[config.mk]
export PLATFORM = sky130hd
export DESIGN_NAME = ttt_game_ctrl
export DESIGN_NICKNAME = d
export VERILOG_FILES = /design/src/rtl/ttt_game_ctrl.sv
export SDC_FILE = /design/constraint.sdc
export NUM_CORES = 1
export LEC_CHECK = 0
export CAP_MARGIN = 0
export CORE_MARGIN = 1
export CORE_UTILIZATION = 49
export CTS_CLUSTER_SIZE = 14
export DETAILED_ROUTE_END_ITERATION = 7
export PLACE_DENSITY_LB_ADDON = 0.12
export SYNTH_ARGS = -nofsm -noshare
export SYNTH_HDL_FRONTEND = slang
export SYNTH_SLANG_ARGS = --single-unit
[constraint.sdc]
create_clock -name clk -period 2.4 [get_ports clk]
set_input_delay 0.36 -clock clk [delete_from_list [all_inputs] [get_ports clk]]
set_output_delay 0.36 -clock clk [all_outputs]
set_load 0.01 [all_outputs]
[src/rtl/ttt_game_ctrl.sv]
// Tic-tac-toe turn sequencer: owns the 3x3 board, validates moves, alternates players,
// runs the optional per-turn timer and resolves win/draw after every accepted move.
module ttt_game_ctrl #(
    parameter int TURN_LIMIT   = 10,
    parameter int START_PLAYER = 0,
    localparam int TW = ($clog2(TURN_LIMIT + 1) > 1) ? $clog2(TURN_LIMIT + 1) : 1
) (
    input  logic          clk,
    input  logic          rst,
    input  logic [3:0]    cursor,
    input  logic          place,
    input  logic          new_game,
    input  logic          sec_tick,
    output logic [17:0]   board,
    output logic          turn,
    output logic [1:0]    state,
    output logic [1:0]    winner,
    output logic [8:0]    win_line,
    output logic [8:0]    sel_onehot,
    output logic          move_ok,
    output logic          move_err,
    output logic          timeout,
    output logic [TW-1:0] time_left
);

    typedef enum logic [1:0] {
        ST_PLAY  = 2'b00,
        ST_CHECK = 2'b01,
        ST_WIN   = 2'b10,
        ST_DRAW  = 2'b11
    } state_t;

    localparam logic [TW-1:0] LIMIT = TW'(TURN_LIMIT);
    localparam logic          START = (START_PLAYER != 0);

    // Line masks packed low-to-high: rows, columns, diagonals (lowest index has priority).
    localparam logic [71:0] LINES = {
        9'b001010100, 9'b100010001,
        9'b100100100, 9'b010010010, 9'b001001001,
        9'b111000000, 9'b000111000, 9'b000000111
    };

    state_t          r_state;
    logic [17:0]     r_board;
    logic            r_turn;
    logic [1:0]      r_winner;
    logic [8:0]      r_win_line;
    logic [8:0]      r_sel;
    logic            r_move_ok;
    logic            r_move_err;
    logic            r_timeout;
    logic [TW-1:0]   r_time;
    logic            r_place_q;
    logic            r_new_q;

    logic            w_pe;
    logic            w_ne;
    logic [1:0]      w_sym;
    logic [8:0]      w_mine;
    logic [8:0]      w_filled;
    logic [15:0]     w_filled_ext;
    logic [7:0]      w_hit;
    logic [8:0]      w_win_mask;
    logic [8:0]      w_sel_next;
    logic            w_cell_ok;

    assign w_pe         = place & ~r_place_q;
    assign w_ne         = new_game & ~r_new_q;
    assign w_sym        = r_turn ? 2'b10 : 2'b01;
    assign w_filled_ext = {7'b0, w_filled};
    assign w_cell_ok    = (cursor <= 4'd8) && !w_filled_ext[cursor];

    genvar gi;
    generate
        for (gi = 0; gi < 9; gi++) begin : g_cell
            assign w_mine[gi]     = (r_board[2*gi +: 2] == w_sym);
            assign w_filled[gi]   = (r_board[2*gi +: 2] != 2'b00);
            assign w_sel_next[gi] = (cursor == 4'(gi));
        end
        for (gi = 0; gi < 8; gi++) begin : g_line
            assign w_hit[gi] = ((w_mine & LINES[9*gi +: 9]) == LINES[9*gi +: 9]);
        end
    endgenerate

    // Scan from the highest line down so the lowest-indexed complete line is kept.
    always_comb begin
        w_win_mask = 9'b0;
        for (int k = 7; k >= 0; k--) begin
            if (w_hit[k]) w_win_mask = LINES[9*k +: 9];
        end
    end

    always_ff @(posedge clk) begin
        if (rst) begin
            r_state    <= ST_PLAY;
            r_board    <= 18'b0;
            r_turn     <= START;
            r_winner   <= 2'b00;
            r_win_line <= 9'b0;
            r_sel      <= 9'b0;
            r_move_ok  <= 1'b0;
            r_move_err <= 1'b0;
            r_timeout  <= 1'b0;
            r_time     <= LIMIT;
            r_place_q  <= 1'b1;
            r_new_q    <= 1'b1;
        end else begin
            r_place_q  <= place;
            r_new_q    <= new_game;
            r_sel      <= w_sel_next;
            r_move_ok  <= 1'b0;
            r_move_err <= 1'b0;
            r_timeout  <= 1'b0;
            if (w_ne) begin
                r_state    <= ST_PLAY;
                r_board    <= 18'b0;
                r_turn     <= START;
                r_winner   <= 2'b00;
                r_win_line <= 9'b0;
                r_time     <= LIMIT;
            end else begin
                case (r_state)
                    ST_PLAY: begin
                        if (w_pe) begin
                            if (w_cell_ok) begin
                                for (int i = 0; i < 9; i++) begin
                                    if (cursor == 4'(i)) r_board[2*i +: 2] <= w_sym;
                                end
                                r_move_ok <= 1'b1;
                                r_state   <= ST_CHECK;
                            end else begin
                                r_move_err <= 1'b1;
                            end
                        end else if (sec_tick && (TURN_LIMIT > 0)) begin
                            if (r_time == TW'(1)) begin
                                r_timeout <= 1'b1;
                                r_turn    <= ~r_turn;
                                r_time    <= LIMIT;
                            end else begin
                                r_time <= r_time - TW'(1);
                            end
                        end
                    end
                    ST_CHECK: begin
                        if (|w_hit) begin
                            r_state    <= ST_WIN;
                            r_winner   <= w_sym;
                            r_win_line <= w_win_mask;
                        end else if (&w_filled) begin
                            r_state <= ST_DRAW;
                        end else begin
                            r_state <= ST_PLAY;
                            r_turn  <= ~r_turn;
                            r_time  <= LIMIT;
                        end
                    end
                    default: ;
                endcase
            end
        end
    end

    assign board      = r_board;
    assign turn       = r_turn;
    assign state      = r_state;
    assign winner     = r_winner;
    assign win_line   = r_win_line;
    assign sel_onehot = r_sel;
    assign move_ok    = r_move_ok;
    assign move_err   = r_move_err;
    assign timeout    = r_timeout;
    assign time_left  = r_time;

endmodule

==> results of run 1 <==
[kinds of logic (layout without fill, tap and decap cells)]
group | count (synthesis) | count (layout) | share of synthesized area, %
flip-flops | 50 | 50 | 41.47
AND/OR/NAND/NOR | 119 | 119 | 26.70
buffers and inverters | 19 | 84 | 3.940
multiplexers | 5 | 5 | 2.592
AO/OA/AOI/OAI | 80 | 80 | 24.26
adder cells (fa/ha/maj) | 2 | 2 | 1.037
[placed cells by master, fill, tap and decap left out, types with 8 or more instances in the layout]
| master | instances |
|---|---|
| clkdlybuf4s50_1 | 56 |
| dfxtp_1 | 49 |
| nor2_1 | 31 |
| nand2b_1 | 19 |
| nand2_1 | 17 |
| a21oi_1 | 14 |
| buf_4 | 13 |
| o21ai_0 | 11 |
| nor3_1 | 10 |
| o22ai_1 | 8 |
| and2_1 | 8 |
[worst paths after layout]
| path | endpoint | cells after the start | slack (ps) |
|---|---|---|---|
| worst min-delay path | win_line[3] | 2 | 470 |
| worst max register to register | winner[1] | 7 | 240 |
| worst max-delay path | winner[1] | 7 | 240 |
| worst min register to register | win_line[3] | 2 | 470 |
[layout make-up]
class,instances,area [um2]
fillers,390,1545
multi-input cells,206,1318
flip-flops and latches,50,1002
repair buffers,69,658.1
well taps,67,83.83
clock buffers,5,68.82
inverters,7,26.28
clock inverters,3,21.27
[worst reg2reg max path, delay by kind of cell (launching register included)]
kind | cells | cell delay [ps]
AO/OA/AOI/OAI | 3 | 770
buffers and inverters | 1 | 220
flip-flops | 1 | 410
multiplexers | 1 | 200
AND/OR/NAND/NOR | 2 | 460
[sequential cells by signal, summed over array words and instances (netlist names)]
name	cells
board	18
move_err	1
move_ok	1
r_new_q	1
r_place_q	1
sel_onehot	9
state	2
time_left	4
timeout	1
turn	1
win_line	9
winner	2
[metal layers]
metal  GRT usage, %  up-vias  routed length [um]
met5              0        -                   0
met4          6.972        0                  96
met3          4.722       12                 403
met2          39.25       91                2766
met1          32.40     1075                2848
li1               -     1127                   -
[stage by stage]
step           cell area, um2  power (W)
2_1_floorplan            2414  0.0009337
3_3_place_gp             3087  0.0009932
3_5_place_dp             3087  0.0009947
4_1_cts                  3177   0.001476
5_1_grt                  3178   0.001523
6_report                 3178   0.001470
[power by group]
part           total, W  switching [W]  internal (W)
combinational  0.000129      0.0000693     0.0000600
sequential     0.000848     0.00000808      0.000840
clock          0.000493       0.000288      0.000205
==> impl_metrics.py, run 1 <==
metrics = {
    "clock_tree": {
        "htree_levels": 2,
        "cts.sinks": 50,
        "holdBufCountCts": 0,
        "clk_pin_slew_ps": 100,
        "cts_root_buffer": "clkbuf_8",
        "post_cts_buffers": 0,
        "cts.repair.resized": 0,
        "cts_made_buffers": 5,
        "cts_tree": "built",
        "cts_buffer_depth": 2,
        "clk_latency_ps": 300,
    },
    "floorplanning": {
        "rows": 25,
        "die_w_um": 72.18,
        "io_pins": 57,
        "initial_core_util_pct": 51.10,
        "dieArea_um2": 5210,
        "design.core.area_um2": 4723,
        "die_height_um": 72.18,
    },
    "setup_path": {
        "cp.arrival_ps": 2350,
        "cpMaxStageDelayCell": "dfxtp_2",
        "cp.required_ps": 2590,
        "endpoint_kind": "flop",
        "crit_path_max_fanout": 16,
        "r2r_start": "turn",
        "crit_type": "flop to flop",
        "max_stage_delay_ps": 410,
        "cp_num_buf_inv": 1,
        "worstSetupStartpoint": "turn",
        "cp_cell_sequence": "or3b_1, o22ai_1, o21ai_0, a41oi_2, buf_4, mux2i_1, nor2_1",
        "start_kind": "flop",
        "crit_family": "compound AO/OA/AOI/OAI gates",
    },
    "power": {
        "vdd_ir_drop_max_uv": 302.3,
        "power.density_nw_per_um2": 462.6,
        "p_leak_nw": 1.145,
    },
    "finish": {
        "stdcell_count": 407,
        "post-route-util_pct": 67.28,
        "area_delta_synth_final_pct": 31.67,
        "drive_gt1_share_pct": 10.29,
        "fin_nets": 350,
        "antenna_cells": 0,
    },
    "place": {
        "dp.cells": 399,
        "pre_cts_slack_ps": 109.8,
        "port_buffers": 56,
        "gp_congestion": 0.8761,
        "hpwl_mm": 4.366,
    },
    "synth": {
        "syn_inst": 275,
        "synth_most_common_cell": "dfxtp_1",
        "synthDistinctLibCells": 50,
        "syn_area_per_cell_um2": 8.777,
        "synth-seq-cells": 50,
        "synth_area_leader_cell": "dfxtp_1",
        "synth_warnings": 0,
        "synth_fp_nets": 286,
        "netlist.area_leader.share_pct": 41.47,
        "synth-seq-area-share_pct": 41.47,
        "async_flop_share_pct": 0,
        "syn_area_um2": 2414,
        "synth_edf_count": 0,
        "synth_ff_type": "dfxtp_1",
        "synth.area.top_cells": "dfxtp_1, nand2b_1, nor2_1",
        "ys_top_cells_by_count": "dfxtp_1, nor2_1, nand2b_1",
    },
    "grt": {
        "grtUsageTotal_pct": 24.07,
        "grt_pass1_vias": 2042,
        "grt_pass1_wl_mm": 9.839,
        "grt.overflow.total": 0,
        "antenna_found_initial": 0,
        "grt_max_degree": 21,
    },
    "detailed_routing": {
        "first_pass_iters": 5,
        "drt_iter0_markers": 125,
        "route.detailed.drc": 0,
        "wl_mm": 6.114,
        "via_count": 2305,
        "ant_nets": 0,
        "vias_per_cell": 5.663,
        "wl_per_cell_um": 15.02,
    },
    "sta": {
        "fmax_mhz": 462.4,
        "finalSetupViolCount": 0,
        "max_slew_margin_pct": 68.89,
        "tns_ps": 0,
        "fin_hold_ws_ps": 472.2,
        "finalCritPeriodShare_pct": 90.11,
        "rsz0062_at_grt": "false",
        "finalHoldViolCount": 0,
        "finClkSkew_ps": 7.404,
        "worstMarginPinSlew_ps": 461.8,
        "post-route-min-period_ps": 2163,
        "drv_slew": 0,
        "setup_ws_ps": 237.5,
    },
    "min_path": {
        "hp-class": "flop to flop",
        "hp-start": "win_line[3]",
    },
    "run_status": {
        "outcome": "finished clean",
    },
    "job": {
        "cap_violations": 0,
    },
}
Note: power is estimated with default switching activity, not from simulation.
==> run 2, diff against run 1 <==
--- a/config.mk
+++ b/config.mk
@@ -6,11 +6,14 @@
 export NUM_CORES = 1
 export LEC_CHECK = 0
 export CAP_MARGIN = 0
+export CORE_ASPECT_RATIO = 1.4
 export CORE_MARGIN = 1
 export CORE_UTILIZATION = 49
 export CTS_CLUSTER_SIZE = 14
 export DETAILED_ROUTE_END_ITERATION = 7
+export HOLD_SLACK_MARGIN = 0.08
 export PLACE_DENSITY_LB_ADDON = 0.12
+export SLEW_MARGIN = 30
 export SYNTH_ARGS = -nofsm -noshare
 export SYNTH_HDL_FRONTEND = slang
 export SYNTH_SLANG_ARGS = --single-unit
==> run 2 against run 1 <==
Power up 5.4%. Global-route usage up 0.080 points. Critical path depth unchanged. Non-clock buffer count unchanged. Clock skew down 1.8 ps. Via count down 1.1%. Combinational power about the same. Wire length down 1.9%. Setup slack worse by 19 ps. Fmax down 0.89%. Critical path type unchanged. Critical endpoint is now time_left[3]. Largest cell class unchanged. Largest power group unchanged. Highest routed layer unchanged.
==> impl_metrics.py, run 2 (synthesis gave the netlist of run 1 again) <==
metrics = {
    "grt": {
        "grt_max_degree": 21,
        "antenna_found_initial": 0,
        "grt.overflow.total": 0,
        "grt_pass1_wl_mm": 9.473,
        "grt_pass1_vias": 2042,
        "grtUsageTotal_pct": 24.15,
    },
    "clock_tree": {
        "cts_made_buffers": 5,
        "clk_pin_slew_ps": 90,
        "cts_root_buffer": "clkbuf_8",
        "htree_levels": 2,
        "post_cts_buffers": 0,
        "cts_buffer_depth": 2,
        "holdBufCountCts": 0,
        "cts.sinks": 50,
        "cts_tree": "built",
        "clk_latency_ps": 300,
    },
    "finish": {
        "drive_gt1_share_pct": 9.706,
        "mostFrequentLayoutCell": "clkdlybuf4s50_1",
        "layout_common_cells": "clkdlybuf4s50_1, dfxtp_1, nor2_1",
        "area_delta_synth_final_pct": 32.09,
        "fin_nets": 350,
        "antenna_cells": 0,
        "largest_register_ffs": 18,
    },
    "min_path": {
        "hp-class": "flop to flop",
    },
    "setup_path": {
        "cp.arrival_ps": 2380,
        "crit_type": "flop to flop",
        "cp.required_ps": 2600,
        "start_kind": "flop",
        "crit_path_max_fanout": 6,
        "endpoint_kind": "flop",
    },
    "detailed_routing": {
        "wl_met3_um": 260,
        "wl_per_cell_um": 14.92,
        "wl_mm": 5.996,
        "drt_iter0_markers": 88,
        "drt-met1-wl_mm": 2.488,
        "via_count": 2279,
        "top_layer": "met4",
        "ant_nets": 0,
        "met2_length_mm": 3.103,
        "first_pass_iters": 5,
        "route.detailed.drc": 0,
        "vias_per_cell": 5.669,
    },
    "power": {
        "swShare_pct": 21.90,
        "p_total_w": 0.001549,
        "power.density_nw_per_um2": 486.0,
        "seqPwrFrac_pct": 54.7,
        "power_switching_w": 0.0003392,
        "p_int_w": 0.001210,
        "vdd_ir_drop_max_uv": 452.9,
        "share_comb_of_total_power_pct": 8.2,
        "clockPowerShare_pct": 37.1,
        "p_leak_nw": 1.155,
    },
    "place": {
        "gp_congestion": 0.9107,
        "hpwl_mm": 4.473,
        "port_buffers": 56,
        "pre_cts_slack_ps": 86.56,
    },
    "floorplanning": {
        "rows": 29,
        "die_height_um": 85.04,
        "io_pins": 57,
        "die_w_um": 61.32,
        "design.core.area_um2": 4644,
        "initial_core_util_pct": 51.97,
        "dieArea_um2": 5214,
    },
    "run_status": {
        "outcome": "finished clean",
    },
    "job": {
        "cap_violations": 0,
    },
    "sta": {
        "setup_ws_ps": 218.0,
        "post-route-min-period_ps": 2182,
        "tns_ps": 0,
        "finalSetupViolCount": 0,
        "drv_slew": 0,
        "rsz0062_at_grt": "false",
        "worstMarginPinSlew_ps": 410.1,
        "finalHoldViolCount": 0,
        "finClkSkew_ps": 5.580,
        "finalCritPeriodShare_pct": 90.92,
        "fmax_mhz": 458.3,
        "fin_hold_ws_ps": 468.2,
        "max_slew_margin_pct": 71.96,
    },
}
==> run 2: critical path, stage by stage (launching register included) <==
cell and delay [ps]:
dfxtp_1 440, or3b_1 420, o22ai_1 300, a22oi_1 200, a41oi_2 250, buf_4 170, inv_1 60, a211o_1 250
==> run 2: per-layer routing <==
metal,vias up,track usage (%)
met4,0,10.12
met3,13,4.573
met5,-,0
li1,1118,-
met2,82,41.11
met1,1066,28.60
==> run 2: layout make-up <==
type | instances | area, um2
Clock buffer | 7 | 76.32
Clock inverter | 1 | 30.03
Fill cell | 417 | 1456
Inverter | 7 | 26.28
Multi-Input combinational cell | 206 | 1318
Sequential cell | 50 | 1002
Tap cell | 62 | 77.57
Timing Repair Buffer | 69 | 658.1
==> run 2: final timing paths <==
check	from	endpoint	slack (ps)	cells past startpoint
max	board[8]	time_left[3]	220	7
min	win_line[3]	win_line[3]	470	2
max reg2reg	board[8]	time_left[3]	220	7
min reg2reg	win_line[3]	win_line[3]	470	2
==> run 2: power by group through the flow <==
stage / clock network, W / registers [W] / logic, W
after floorplan: 0 / 0.000870 / 0.0000637
after global placement: 0 / 0.000867 / 0.000124
final: 0.000574 / 0.000848 / 0.000127
after detailed placement: 0 / 0.000868 / 0.000126
after CTS: 0.000589 / 0.000848 / 0.000126
after global routing: 0.000624 / 0.000850 / 0.000138
==> run 2: repair_timing <==
item	in CTS	in global routing
gates resized for setup	0	1
setup endpoints to repair	0	6
hold endpoints to repair	0	0
==> run 2: through the flow <==
stage / util, % / cells / area, um2
after floorplan: - / 275 / 2414
after global placement: 66.33 / 394 / 3080
final: 68.64 / 402 / 3188
after detailed placement: 66.33 / 394 / 3080
after CTS: 68.62 / 402 / 3187
after global routing: 68.64 / 402 / 3188
